--- src/rtl/histeq_pkg.sv ---
// Shared types and constants for the histogram-equalizer master sequencer.
package histeq_pkg;

  typedef enum logic [2:0] {
    IDLE = 3'd0,
    HIST = 3'd1,
    CDF  = 3'd2,
    DIV  = 3'd3,
    FIN  = 3'd4,
    ERR  = 3'd5
  } state_t;

  localparam logic [1:0] ERR_NONE     = 2'b00;
  localparam logic [1:0] ERR_TIMEOUT  = 2'b01;
  localparam logic [1:0] ERR_PROTOCOL = 2'b10;

  localparam int unsigned DEF_INPUT_WORDS    = 4096;
  localparam int unsigned DEF_OUTPUT_WORDS   = 4096;
  localparam int unsigned DEF_TIMEOUT_W      = 20;
  localparam int unsigned DEF_TIMEOUT_CYCLES = 20'hFFFFF;
  localparam int unsigned ADDR_W             = 16;
  localparam int unsigned WCNT_W             = 16;

  // True for the three states in which the core is actively running a phase.
  function automatic logic is_phase(input state_t s);
    return (s == HIST) || (s == CDF) || (s == DIV);
  endfunction

endpackage

--- src/rtl/histeq_phase_timer.sv ---
// Per-phase watchdog: counts active cycles since the last restart and flags
// expiry one cycle ahead so the sequencer leaves exactly TIMEOUT_CYCLES after entry.
module histeq_phase_timer #(
  parameter int unsigned TIMEOUT_W      = 20,
  parameter int unsigned TIMEOUT_CYCLES = 20'hFFFFF
) (
  input  logic clock,
  input  logic reset,
  input  logic restart,
  input  logic enable,
  output logic expired
);

  localparam logic [TIMEOUT_W-1:0] LAST_COUNT = TIMEOUT_W'(TIMEOUT_CYCLES - 1);
  localparam logic FIRE_AT_ENTRY = (TIMEOUT_CYCLES == 1);

  logic [TIMEOUT_W-1:0] count;
  logic [TIMEOUT_W-1:0] count_inc;

  assign count_inc = count + TIMEOUT_W'(1);

  // Counter and expiry flag; restart wins over counting.
  always_ff @(posedge clock or negedge reset) begin
    if (!reset) begin
      count   <= '0;
      expired <= 1'b0;
    end else if (restart) begin
      count   <= '0;
      expired <= FIRE_AT_ENTRY;
    end else if (enable) begin
      count   <= count_inc;
      expired <= (count_inc == LAST_COUNT);
    end
  end

endmodule

--- src/rtl/histeq_master_sequencer.sv ---
// Master sequencer for the histogram equalizer core: runs HIST -> CDF -> DIV,
// tracks input-memory read completion and output writes, and reports errors.
module histeq_master_sequencer
  import histeq_pkg::*;
#(
  parameter int unsigned INPUT_WORDS    = DEF_INPUT_WORDS,
  parameter int unsigned OUTPUT_WORDS   = DEF_OUTPUT_WORDS,
  parameter int unsigned TIMEOUT_W      = DEF_TIMEOUT_W,
  parameter int unsigned TIMEOUT_CYCLES = DEF_TIMEOUT_CYCLES
) (
  input  logic              clock,
  input  logic              reset,
  input  logic              go,
  input  logic              clear,
  input  logic              histogram_computation_done,
  input  logic              cdf_done,
  input  logic [ADDR_W-1:0] histogram_input_mem_raddr0,
  input  logic              divider_output_mem_WE,
  output logic              start_histogram,
  output logic              start_cdf,
  output logic              start_divider,
  output logic              input_mem_read_finished,
  output logic              busy,
  output logic              done,
  output logic              error,
  output logic [1:0]        err_code
);

  localparam logic [ADDR_W-1:0] LAST_RADDR  = ADDR_W'(INPUT_WORDS - 1);
  localparam logic [WCNT_W-1:0] FINAL_WRITE = WCNT_W'(OUTPUT_WORDS);

  state_t              state, state_d;
  logic                read_fin, read_fin_d;
  logic [WCNT_W-1:0]   wr_cnt, wr_cnt_d, wr_cnt_inc;
  logic [1:0]          err_d;
  logic                restart_c;
  logic                timer_enable_c;
  logic                expired;

  assign wr_cnt_inc     = wr_cnt + WCNT_W'(1);
  assign timer_enable_c = is_phase(state);

  // Watchdog shared by all phases, restarted on every phase entry.
  histeq_phase_timer #(
    .TIMEOUT_W      (TIMEOUT_W),
    .TIMEOUT_CYCLES (TIMEOUT_CYCLES)
  ) u_phase_timer (
    .clock   (clock),
    .reset   (reset),
    .restart (restart_c),
    .enable  (timer_enable_c),
    .expired (expired)
  );

  // Next-state and flag logic; priority is clear, completion, protocol, watchdog.
  always_comb begin
    state_d    = state;
    read_fin_d = read_fin;
    wr_cnt_d   = wr_cnt;
    err_d      = err_code;
    restart_c  = 1'b0;
    if (clear) begin
      state_d    = IDLE;
      read_fin_d = 1'b0;
      wr_cnt_d   = '0;
      err_d      = ERR_NONE;
      restart_c  = 1'b1;
    end else begin
      unique case (state)
        IDLE: begin
          if (go) begin
            state_d    = HIST;
            read_fin_d = 1'b0;
            wr_cnt_d   = '0;
            restart_c  = 1'b1;
          end
        end
        HIST: begin
          if (histogram_computation_done && read_fin) begin
            state_d    = CDF;
            read_fin_d = 1'b0;
            restart_c  = 1'b1;
          end else if (histogram_computation_done) begin
            state_d    = ERR;
            read_fin_d = 1'b0;
            err_d      = ERR_PROTOCOL;
          end else if (expired) begin
            state_d    = ERR;
            read_fin_d = 1'b0;
            err_d      = ERR_TIMEOUT;
          end else if (histogram_input_mem_raddr0 == LAST_RADDR) begin
            read_fin_d = 1'b1;
          end
        end
        CDF: begin
          if (cdf_done) begin
            state_d   = DIV;
            restart_c = 1'b1;
          end else if (expired) begin
            state_d = ERR;
            err_d   = ERR_TIMEOUT;
          end
        end
        DIV: begin
          if (divider_output_mem_WE) begin
            wr_cnt_d = wr_cnt_inc;
          end
          if (divider_output_mem_WE && (wr_cnt_inc == FINAL_WRITE)) begin
            state_d = FIN;
          end else if (expired) begin
            state_d = ERR;
            err_d   = ERR_TIMEOUT;
          end
        end
        FIN: begin
          state_d = IDLE;
        end
        ERR: begin
          state_d = ERR;
        end
        default: begin
          state_d = IDLE;
        end
      endcase
    end
  end

  // State, flags and registered outputs decoded from the next state.
  always_ff @(posedge clock or negedge reset) begin
    if (!reset) begin
      state                   <= IDLE;
      read_fin                <= 1'b0;
      wr_cnt                  <= '0;
      err_code                <= ERR_NONE;
      start_histogram         <= 1'b0;
      start_cdf               <= 1'b0;
      start_divider           <= 1'b0;
      input_mem_read_finished <= 1'b0;
      busy                    <= 1'b0;
      done                    <= 1'b0;
      error                   <= 1'b0;
    end else begin
      state                   <= state_d;
      read_fin                <= read_fin_d;
      wr_cnt                  <= wr_cnt_d;
      err_code                <= err_d;
      start_histogram         <= (state_d == HIST);
      start_cdf               <= (state_d == CDF);
      start_divider           <= (state_d == DIV);
      input_mem_read_finished <= read_fin_d;
      busy                    <= is_phase(state_d);
      done                    <= (state_d == FIN);
      error                   <= (state_d == ERR);
    end
  end

endmodule

--- config.mk ---
export PLATFORM = sky130hd
export DESIGN_NAME = histeq_master_sequencer
export DESIGN_NICKNAME = d
export VERILOG_FILES = /design/src/rtl/histeq_pkg.sv /design/src/rtl/histeq_phase_timer.sv /design/src/rtl/histeq_master_sequencer.sv
export SDC_FILE = /design/constraint.sdc
export NUM_CORES = 1
export LEC_CHECK = 0
export BUFFER_PORTS_ARGS = -buffer_cell sky130_fd_sc_hd__buf_2
export CAP_MARGIN = 25
export CORE_UTILIZATION = 30
export DETAILED_ROUTE_END_ITERATION = 10
export MAX_ROUTING_LAYER = met4
export PLACE_DENSITY = 0.58
export REMOVE_ABC_BUFFERS = 1
export SLEW_MARGIN = 40
export SYNTH_ARGS = -nofsm -noshare
export SYNTH_HDL_FRONTEND = slang
export SYNTH_SLANG_ARGS = --single-unit
--- constraint.sdc ---
create_clock -name clock -period 2.3 [get_ports clock]
set_input_delay 0.23 -clock clock [delete_from_list [all_inputs] [get_ports clock]]
set_output_delay 0.23 -clock clock [all_outputs]
set_load 0.02 [all_outputs]
# == Word-level counts from Yosys, hierarchy flattened ==
# Cells that the tools add are included.
# classes
add_sub_neg,2
eq_ne,18
muxes,35
reduce_logical,14
# ops
operator,n
16-bit two-way mux,3
20-bit two-way mux,2
16-bit case mux with 2 select lines,1
3-bit two-way mux,7
"20-bit by 1-bit adder with 20-bit output, second input constant",1
"20-bit equality test, second input constant",1
"16-bit by 1-bit adder with 16-bit output, second input constant",1
"16-bit by 12-bit equality test with 1-bit output, second input constant",1
"16-bit by 13-bit equality test with 1-bit output, second input constant",1
"3-bit inequality test, second input constant",5
3-bit case mux with 5 select lines,1
"3-bit by 2-bit equality test with 1-bit output, second input constant",4
1-bit two-way mux,12
2-bit two-way mux,6
"3-bit equality test, second input constant",3
"3-bit by 1-bit equality test with 1-bit output, second input constant",2
"6-bit by 3-bit inequality test with 1-bit output, second input constant",1
2-bit case mux with 3 select lines,1
3-bit AND reduction,2
3-bit nonzero test,2
1-bit logical OR,4
4-bit AND reduction,1
4-bit nonzero test,1
3-bit logical NOT,1
4 further kinds,5
# word_totals
regBits,49
output_inout_bits,9
wordCells,81

# == Longest topological paths before layout ==
# Gate-level depths: netlist of the first run.
# depth
depth_word,9
ltp_mapped,8
mapped_depth_nobuf,7

# == By module ==
# A second synthesis of the first run with hierarchy kept.
# unflattened
hier_cells,361
area_unflattened_um2,3075.4
# modules_own_cells
mod,n_inst,cells_per_inst,area_each_um2,seq_area_each_um2
histeq_master_sequencer,1,224,1869.3,700.7
histeq_phase_timer,1,137,1206.2,525.5

# == Least setup slack after synthesis of the first run ==
# Ideal clock, no wire load.
# synth_path
path_type,reg2reg
from,reg wr_cnt[0]
to,reg start_histogram
arrival_ns,2.172
required_time_ns,2.205
slack_ns,0.033
stages_incl_launch_ff,8
n_path_buf,0
period_less_slack_ns,2.267
path_cell_list,dfrtp_1 ha_1 nand2_1 nor3_4 or3b_1 a32oi_4 a31oi_1 nor4b_2
# synth_via
elab_chain_len,7
# synth_lines
item,line_no,source
from (decl),histeq_master_sequencer.sv:34,"logic [WCNT_W-1:0] wr_cnt, wr_cnt_d, wr_cnt_inc;"
from (signal assigned),histeq_master_sequencer.sv:145,wr_cnt <= wr_cnt_d;
16-bit by 1-bit adder with 16-bit output,histeq_master_sequencer.sv:40,assign wr_cnt_inc = wr_cnt + WCNT_W'(1);
16-bit by 13-bit equality test with 1-bit output,histeq_master_sequencer.sv:108,if (divider_output_mem_WE && (wr_cnt_inc == FINAL_WRITE)) begin
1-bit logical AND,histeq_master_sequencer.sv:108,
3-bit two-way mux,histeq_master_sequencer.sv:108,
3-bit case mux with 5 select lines,histeq_master_sequencer.sv:69,unique case (state)
3-bit two-way mux,histeq_master_sequencer.sv:62,if (clear) begin
3-bit by 1-bit equality test with 1-bit output,histeq_master_sequencer.sv:147,start_histogram <= (state_d == HIST);
to (signal assigned),histeq_master_sequencer.sv:147,
to (decl),histeq_master_sequencer.sv:19,"output logic start_histogram,"
# Every way passes these cells.
# A chain may end at the register's enable or synchronous reset.

# == Final worst setup path of the first run ==
# layout_path
from,reg wr_cnt[6]
to,reg state[0]
# layout_via
elab_chain_len,6
# layout_lines
item,line_no,source
16-bit by 1-bit adder with 16-bit output,histeq_master_sequencer.sv:40,
16-bit by 13-bit equality test with 1-bit output,histeq_master_sequencer.sv:108,
1-bit logical AND,histeq_master_sequencer.sv:108,
3-bit two-way mux,histeq_master_sequencer.sv:108,
3-bit case mux with 5 select lines,histeq_master_sequencer.sv:69,
3-bit two-way mux,histeq_master_sequencer.sv:62,
via state_d[0],histeq_master_sequencer.sv:32,"state_t state, state_d;"
to (signal assigned),histeq_master_sequencer.sv:143,state <= state_d;
to (decl),histeq_master_sequencer.sv:32,
# The timed path passes the listed nets, and every way through them passes these cells.

==> results of run 1 <==
-- power breakdown --
group	internal, uW	switching (uW)
sequential	871	14.2
clock	354	313
combinational	51.9	92.5
-- what timing repair did --
item / 4_1_cts / 5_1_grt
hold buffers: 0 / 0
resized for setup: 0 / 12
setup endpoints to repair: 0 / 5
-- registers in the layout (all words and copies together), names as in the netlist --
| signal | flops |
|---|---|
| done | 1 |
| wr_cnt | 16 |
| err_code | 2 |
| u_phase_timer.expired | 1 |
| state | 3 |
| read_fin | 1 |
| start_divider | 1 |
| start_cdf | 1 |
| start_histogram | 1 |
| error | 1 |
| busy | 1 |
| u_phase_timer.count | 20 |
-- through the flow --
stage,area [sq um],utilization [%],total power [uW],cells
2_1_floorplan,3010,-,970,343
3_3_place_gp,3430,34.8,1050,521
3_5_place_dp,3430,34.8,1050,521
4_1_cts,3550,36.0,1720,529
5_1_grt,3610,36.6,1770,529
6_report,3610,36.6,1700,529
-- metal layers --
metal | wire length (um) | up-vias | global-route usage, %
li1 | - | 1393 | -
met1 | 3610 | 1365 | 20.2
met2 | 3480 | 49 | 24.8
met3 | 201 | 7 | 2.22
met4 | 85 | 0 | 4.01
met5 | 0 | - | -
-- how the worst max path moves through the flow --
stage                                  to  depth (start not counted)  slack [ns]      start
after floorplan           start_histogram                          7        0.03  wr_cnt[0]
after global placement      start_divider                          7        0.15  wr_cnt[0]
after detailed placement        start_cdf                          7        0.06  wr_cnt[0]
after CTS                       start_cdf                          7        0.04  wr_cnt[0]
after global routing      start_histogram                          7       -0.02  wr_cnt[1]
final                            state[0]                          6        0.10  wr_cnt[6]
-- cell families after synthesis --
family | share of synthesized area [%]
flip-flops | 39.8
multiplexers | 0.650
AND/OR/NAND/NOR | 30.6
AO/OA/AOI/OAI | 19.3
adder cells (fa/ha/maj) | 1.22
XOR/XNOR | 5.12
buffers and inverters | 3.29
-- synth_stat cells, types with 2 or more instances --
master	instances
a21oi_1	17
a22o_1	2
a31oi_1	11
and2_1	8
and3_1	8
and4_1	5
buf_4	2
clkbuf_1	14
dfrtp_1	49
ha_1	3
inv_1	8
mux2i_1	2
nand2_1	29
nand3_1	16
nand3b_1	3
nand4_1	16
nand4b_1	3
nor2_1	41
nor2b_1	3
nor3_1	11
nor3b_1	3
nor4_1	3
nor4b_1	2
o211ai_1	2
o21a_1	4
o21ai_0	34
o21ba_2	2
o31ai_1	5
o41ai_1	3
or2_2	4
or3_1	8
xnor2_1	7
xor2_1	11
-- worst max-delay path, cell delays in order, from the launching register on --
cell and delay (ns):
dfrtp_1 0.44, nand4_4 0.19, nor3_4 0.25, or3b_4 0.41
a32oi_4 0.35, a21oi_1 0.14, or2_2 0.31
-- final cells by class --
class	count	area [sq um]	share of cell area, %
clock buffers	6	82.6	2.29
clock inverters	2	37.5	1.04
inverters	8	30.0	0.832
multi-input cells	286	1810	50.0
flip-flops and latches	49	1230	34.0
well taps	133	166	4.61
repair buffers	45	260	7.21
==> summary.md, run 1 <==
| Metric | Value |
|---|---|
| Status | finished, final reports clean |
| Worst-path maximum fanout | 7 |
| Clk slew on worst S/H paths | 0.10 ns |
| Fmax achieved | 455 MHz |
| Post-Syn Instances | 360 |
| PwrDens | 470 nW/um^2 |
| DRT Pass-1 Iters | 4 |
| Top-Level Pins | 32 |
| Fin. max-slew vios | 0 |
| DP Worst Slack | 0.0629 ns |
| Area delta synth->final | 17.3% |
| Hold Path Class | in -> async |
| Maximum vdd drop | 383 uV |
| Most frequent cells in the layout | dfrtp_1, nor2_1, o21ai_0 |
| Largest net degree at the start of global routing | 50 |
| Synth top area cells | dfrtp_1, o21ai_0, nor2_1 |
| Number of global-route vias before repair | 2618 |
| Num CTS Buffers | 5 |
| Clock Skews | 0.0108 ns |
| Crit end category | flip-flop |
| EDFF count, synth | 0 |
| Fin crit share | 95.5% |
| Avg WL per Cell | 13.9 um |
| H-Tree Depth | 2 |
| TNS Setup | 0 ns |
| Vias post-DR | 2814 |
| Setup Buffers After CTS | 0 |
| Post-synthesis register bit count | 49 |
| Reg2reg path depth | 6 |
| I/O Buffers | 31 |
| CP arrival | 2.40 ns |
| Seq/Total Area, Yosys | 39.8% |
| Post-synth top area share | 39.8% |
| Worst R2R Start | wr_cnt[6] |
| Final Hold Fails | 0 |
| Clock Latency Late Sink | 0.31 ns |
| Die area | 10700 sq um |
| Cell variety after synth | 54 |
| Setup Viol. Count Final | 0 |
| CP Class | reg -> reg |
| Flop-to-flop setup slack | 0.10 ns |
| # fillers | 1012 |
| 1st-iter DRT viols | 89 |
| Syn Std Cell Area | 3080 sq um |
| # nets final | 421 |
| Dpl hpwl | 5.21 mm |
| Lkg Pwr | 0.00148 uW |
| Syn_area_per_cell | 8.55 sq um |
| WHS | 0.00582 ns |
| Layout cells sized above 1 | 18.9% |
| First-pass GRT wire length | 12.6 mm |
| DIE HEIGHT | 103 um |
| Final RePlAce weighted congestion | 0.821 |
| Clock buffer depth | 2 |
| GRT overflow | 0 |
| Post-route setup slack | 0.104 ns |
| CTS tree | yes |
| DRT antenna net count | 0 |
| Root Buffer | clkbuf_8 |
| Core box area | 9860 sq um |
| Total Wirelength | 7.37 mm |
| Synth area leader | dfrtp_1 |
| Max-Cap Viols | 0 |
| Min cycle time layout | 2.20 ns |
| Main synth FF type | dfrtp_1 |
| Initial Util | 31.2% |
| CTS sink count | 49 |
| Vias/cell | 5.32 |
| Synth warn | 0 |
| Asr flop ratio synth | 100% |
| Initial antenna violation count | 0 |
| Slew at the pin closest to its max-slew limit | 0.636 ns |
| All-Layer GR Usage | 15.3% |
| CP Data Required Time | 2.50 ns |
| DRC errors left | 0 |
| Row cnt | 36 |
| # diodes | 0 |
| Critical Path Start Type | flip-flop |
| Commonest non-fill, non-tap cell in the layout | dfrtp_1 |
| Chip Width | 103 um |
| R2R Path End | state[0] |
| Max_slew headroom | 57.6% |
Note: power is estimated with default switching activity, not from simulation.
==> run 2, diff against run 1 <==
PLACE_DENSITY = 0.56   (was 0.58)
clock period = 2.2 ns   (was 2.3 ns; I/O delays follow)
==> summary.md, run 2 (same netlist as run 1, synthesis figures left out) <==
| Metric | Value |
|---|---|
| RSZ-0062 raised after global routing | yes |
| Finished Layout Cells | 541 |
| Largest register by flop count | u_phase_timer.count |
| # nets final | 433 |
| Tot Pwr | 1640 uW |
| # fillers | 1024 |
| Fmax achieved | 457 MHz |
| Flop-to-flop setup slack | 0.01 ns |
| PwrDens | 447 nW/um^2 |
| Clock buffer depth | 2 |
| R2R Path End | state[0] |
| Final Hold Fails | 0 |
| Crit-path slowest cell | or3b_4 |
| Final RePlAce weighted congestion | 0.823 |
| Vias/cell | 5.19 |
| DRT Pass-1 Iters | 4 |
| HP Start | clear |
| DRC errors left | 0 |
| Top layer in use | met4 |
| Clk slew on worst S/H paths | 0.09 ns |
| Clock Skews | 0.00850 ns |
| DR WL met3 | 284 um |
| Row cnt | 36 |
| Number of flip-flops in the largest register | 20 |
| Total Wirelength | 7.48 mm |
| Max_slew headroom | 51.6% |
| Reg2reg path depth | 7 |
| Die area | 10700 sq um |
| Chip Width | 103 um |
| DRT antenna net count | 0 |
| Most frequent cells in the layout | dfrtp_1, nor2_1, o21ai_0 |
| Slew at the pin closest to its max-slew limit | 0.726 ns |
| Layout cells sized above 1 | 20.3% |
| Hold path depth | 2 |
| All-Layer GR Usage | 16.0% |
| Num CTS Buffers | 5 |
| 1st-iter DRT viols | 68 |
| GRT overflow | 0 |
| Avg WL per Cell | 13.8 um |
| Root Buffer | clkbuf_8 |
| WL met1 | 3.62 mm |
| Vias post-DR | 2809 |
| Number of global-route vias before repair | 2774 |
| Hold Path Class | in -> reg |
| Final core utilization | 37.1% |
| Core box area | 9860 sq um |
| First-pass GRT wire length | 13.0 mm |
| Min cycle time layout | 2.19 ns |
| Worst R2R Start | wr_cnt[1] |
| H-Tree Depth | 2 |
| # diodes | 0 |
| Lkg Pwr | 0.00150 uW |
| Area delta synth->final | 18.9% |
| CTS sink count | 49 |
| Maximum vdd drop | 339 uV |
| Fin crit share | 99.5% |
| Largest net degree at the start of global routing | 31 |
| Max-Cap Viols | 0 |
| I/O Buffers | 31 |
| Crit end category | flip-flop |
| Fin. max-slew vios | 0 |
| CP arrival | 2.39 ns |
| Initial Util | 31.2% |
| Worst-path maximum fanout | 4 |
| Initial antenna violation count | 0 |
| Hold EP | read_fin |
| Critical path, cell by cell | ha_2 -> nand2_2 -> nor3_4 -> or3b_4 -> a32oi_4 -> a21oi_1 -> or2_2 |
| Crit path largest cell delay | 0.42 ns |
| CP Class | reg -> reg |
| Top-Level Pins | 32 |
| CTS tree | yes |
| Critical Path Start Type | flip-flop |
| CP Data Required Time | 2.41 ns |
| Clock Latency Late Sink | 0.31 ns |
| Biggest regs | u_phase_timer.count: 20 flops, wr_cnt: 16 flops, state: 3 flops |
| DP Cell Count | 530 |
| WL met2 | 3.48 mm |
| Setup Viol. Count Final | 0 |
| Commonest non-fill, non-tap cell in the layout | dfrtp_1 |
| Dpl hpwl | 5.26 mm |
| DIE HEIGHT | 103 um |
| Status | finished, final reports clean |
-- run 2: metal layers --
layer / track usage [%] / vias to the layer above
li1: - / 1424
met1: 20.3 / 1323
met2: 25.7 / 51
met3: 3.49 / 11
met4: 4.66 / 0
met5: - / -
-- run 2: power breakdown --
| part | total [uW] | switching [uW] | internal, uW |
|---|---|---|---|
| combinational | 163 | 103 | 60.1 |
| sequential | 924 | 13.3 | 911 |
| clock | 551 | 326 | 225 |
-- run 2: what timing repair did --
action | CTS | global route
hold endpoints to repair | 28 | 0
buffers inserted | 1 | 1
setup endpoints to repair | 2 | 8
pin swaps | 1 | 5
gates resized for setup | 2 | 8
hold buffers | 1 | 0
-- run 2: worst max path at each step --
| stage | slack (ns) | from | cells past startpoint | end |
|---|---|---|---|---|
| floorplan | -0.07 | wr_cnt[0] | 7 | start_histogram |
| finish | 0.01 | wr_cnt[1] | 7 | state[0] |
| CTS | 0.02 | wr_cnt[0] | 8 | error |
| global route | -0.1 | wr_cnt[2] | 6 | start_histogram |
| global placement | 0.06 | wr_cnt[2] | 6 | start_cdf |
| detailed placement | 0.01 | wr_cnt[0] | 7 | start_histogram |
-- run 2: worst max-delay path: cells and delay by family, from the launching register on --
| kind | cells | cell delay (ns) |
|---|---|---|
| adders and majority gates | 1 | 0.21 |
| and+or+nand+nor | 4 | 1.02 |
| DFF | 1 | 0.38 |
| AOI/OAI and AO/OA | 2 | 0.47 |
-- run 2: layout make-up --
class / count / area [sq um] / share of cell area, %
Clock buffer: 6 / 72.6 / 1.98
Tap cell: 133 / 166 / 4.54
Inverter: 8 / 30.0 / 0.820
Multi-Input combinational cell: 286 / 1800 / 49.0
Timing Repair Buffer: 57 / 357 / 9.74
Sequential cell: 49 / 1230 / 33.5
Clock inverter: 2 / 15.0 / 0.410
-- run 2: stage by stage --
step	hold slack, ns	TNS, ns	area [sq um]	worst slack, ns
2_1_floorplan	-0.0756	-0.154	3010	-0.0667
6_report	0.181	0	3660	0.0112
3_5_place_dp	0.326	0	3500	0.0141
3_3_place_gp	0.307	0	3500	0.0568
5_1_grt	0.190	-0.485	3660	-0.0985
4_1_cts	0.165	0	3620	0.0155
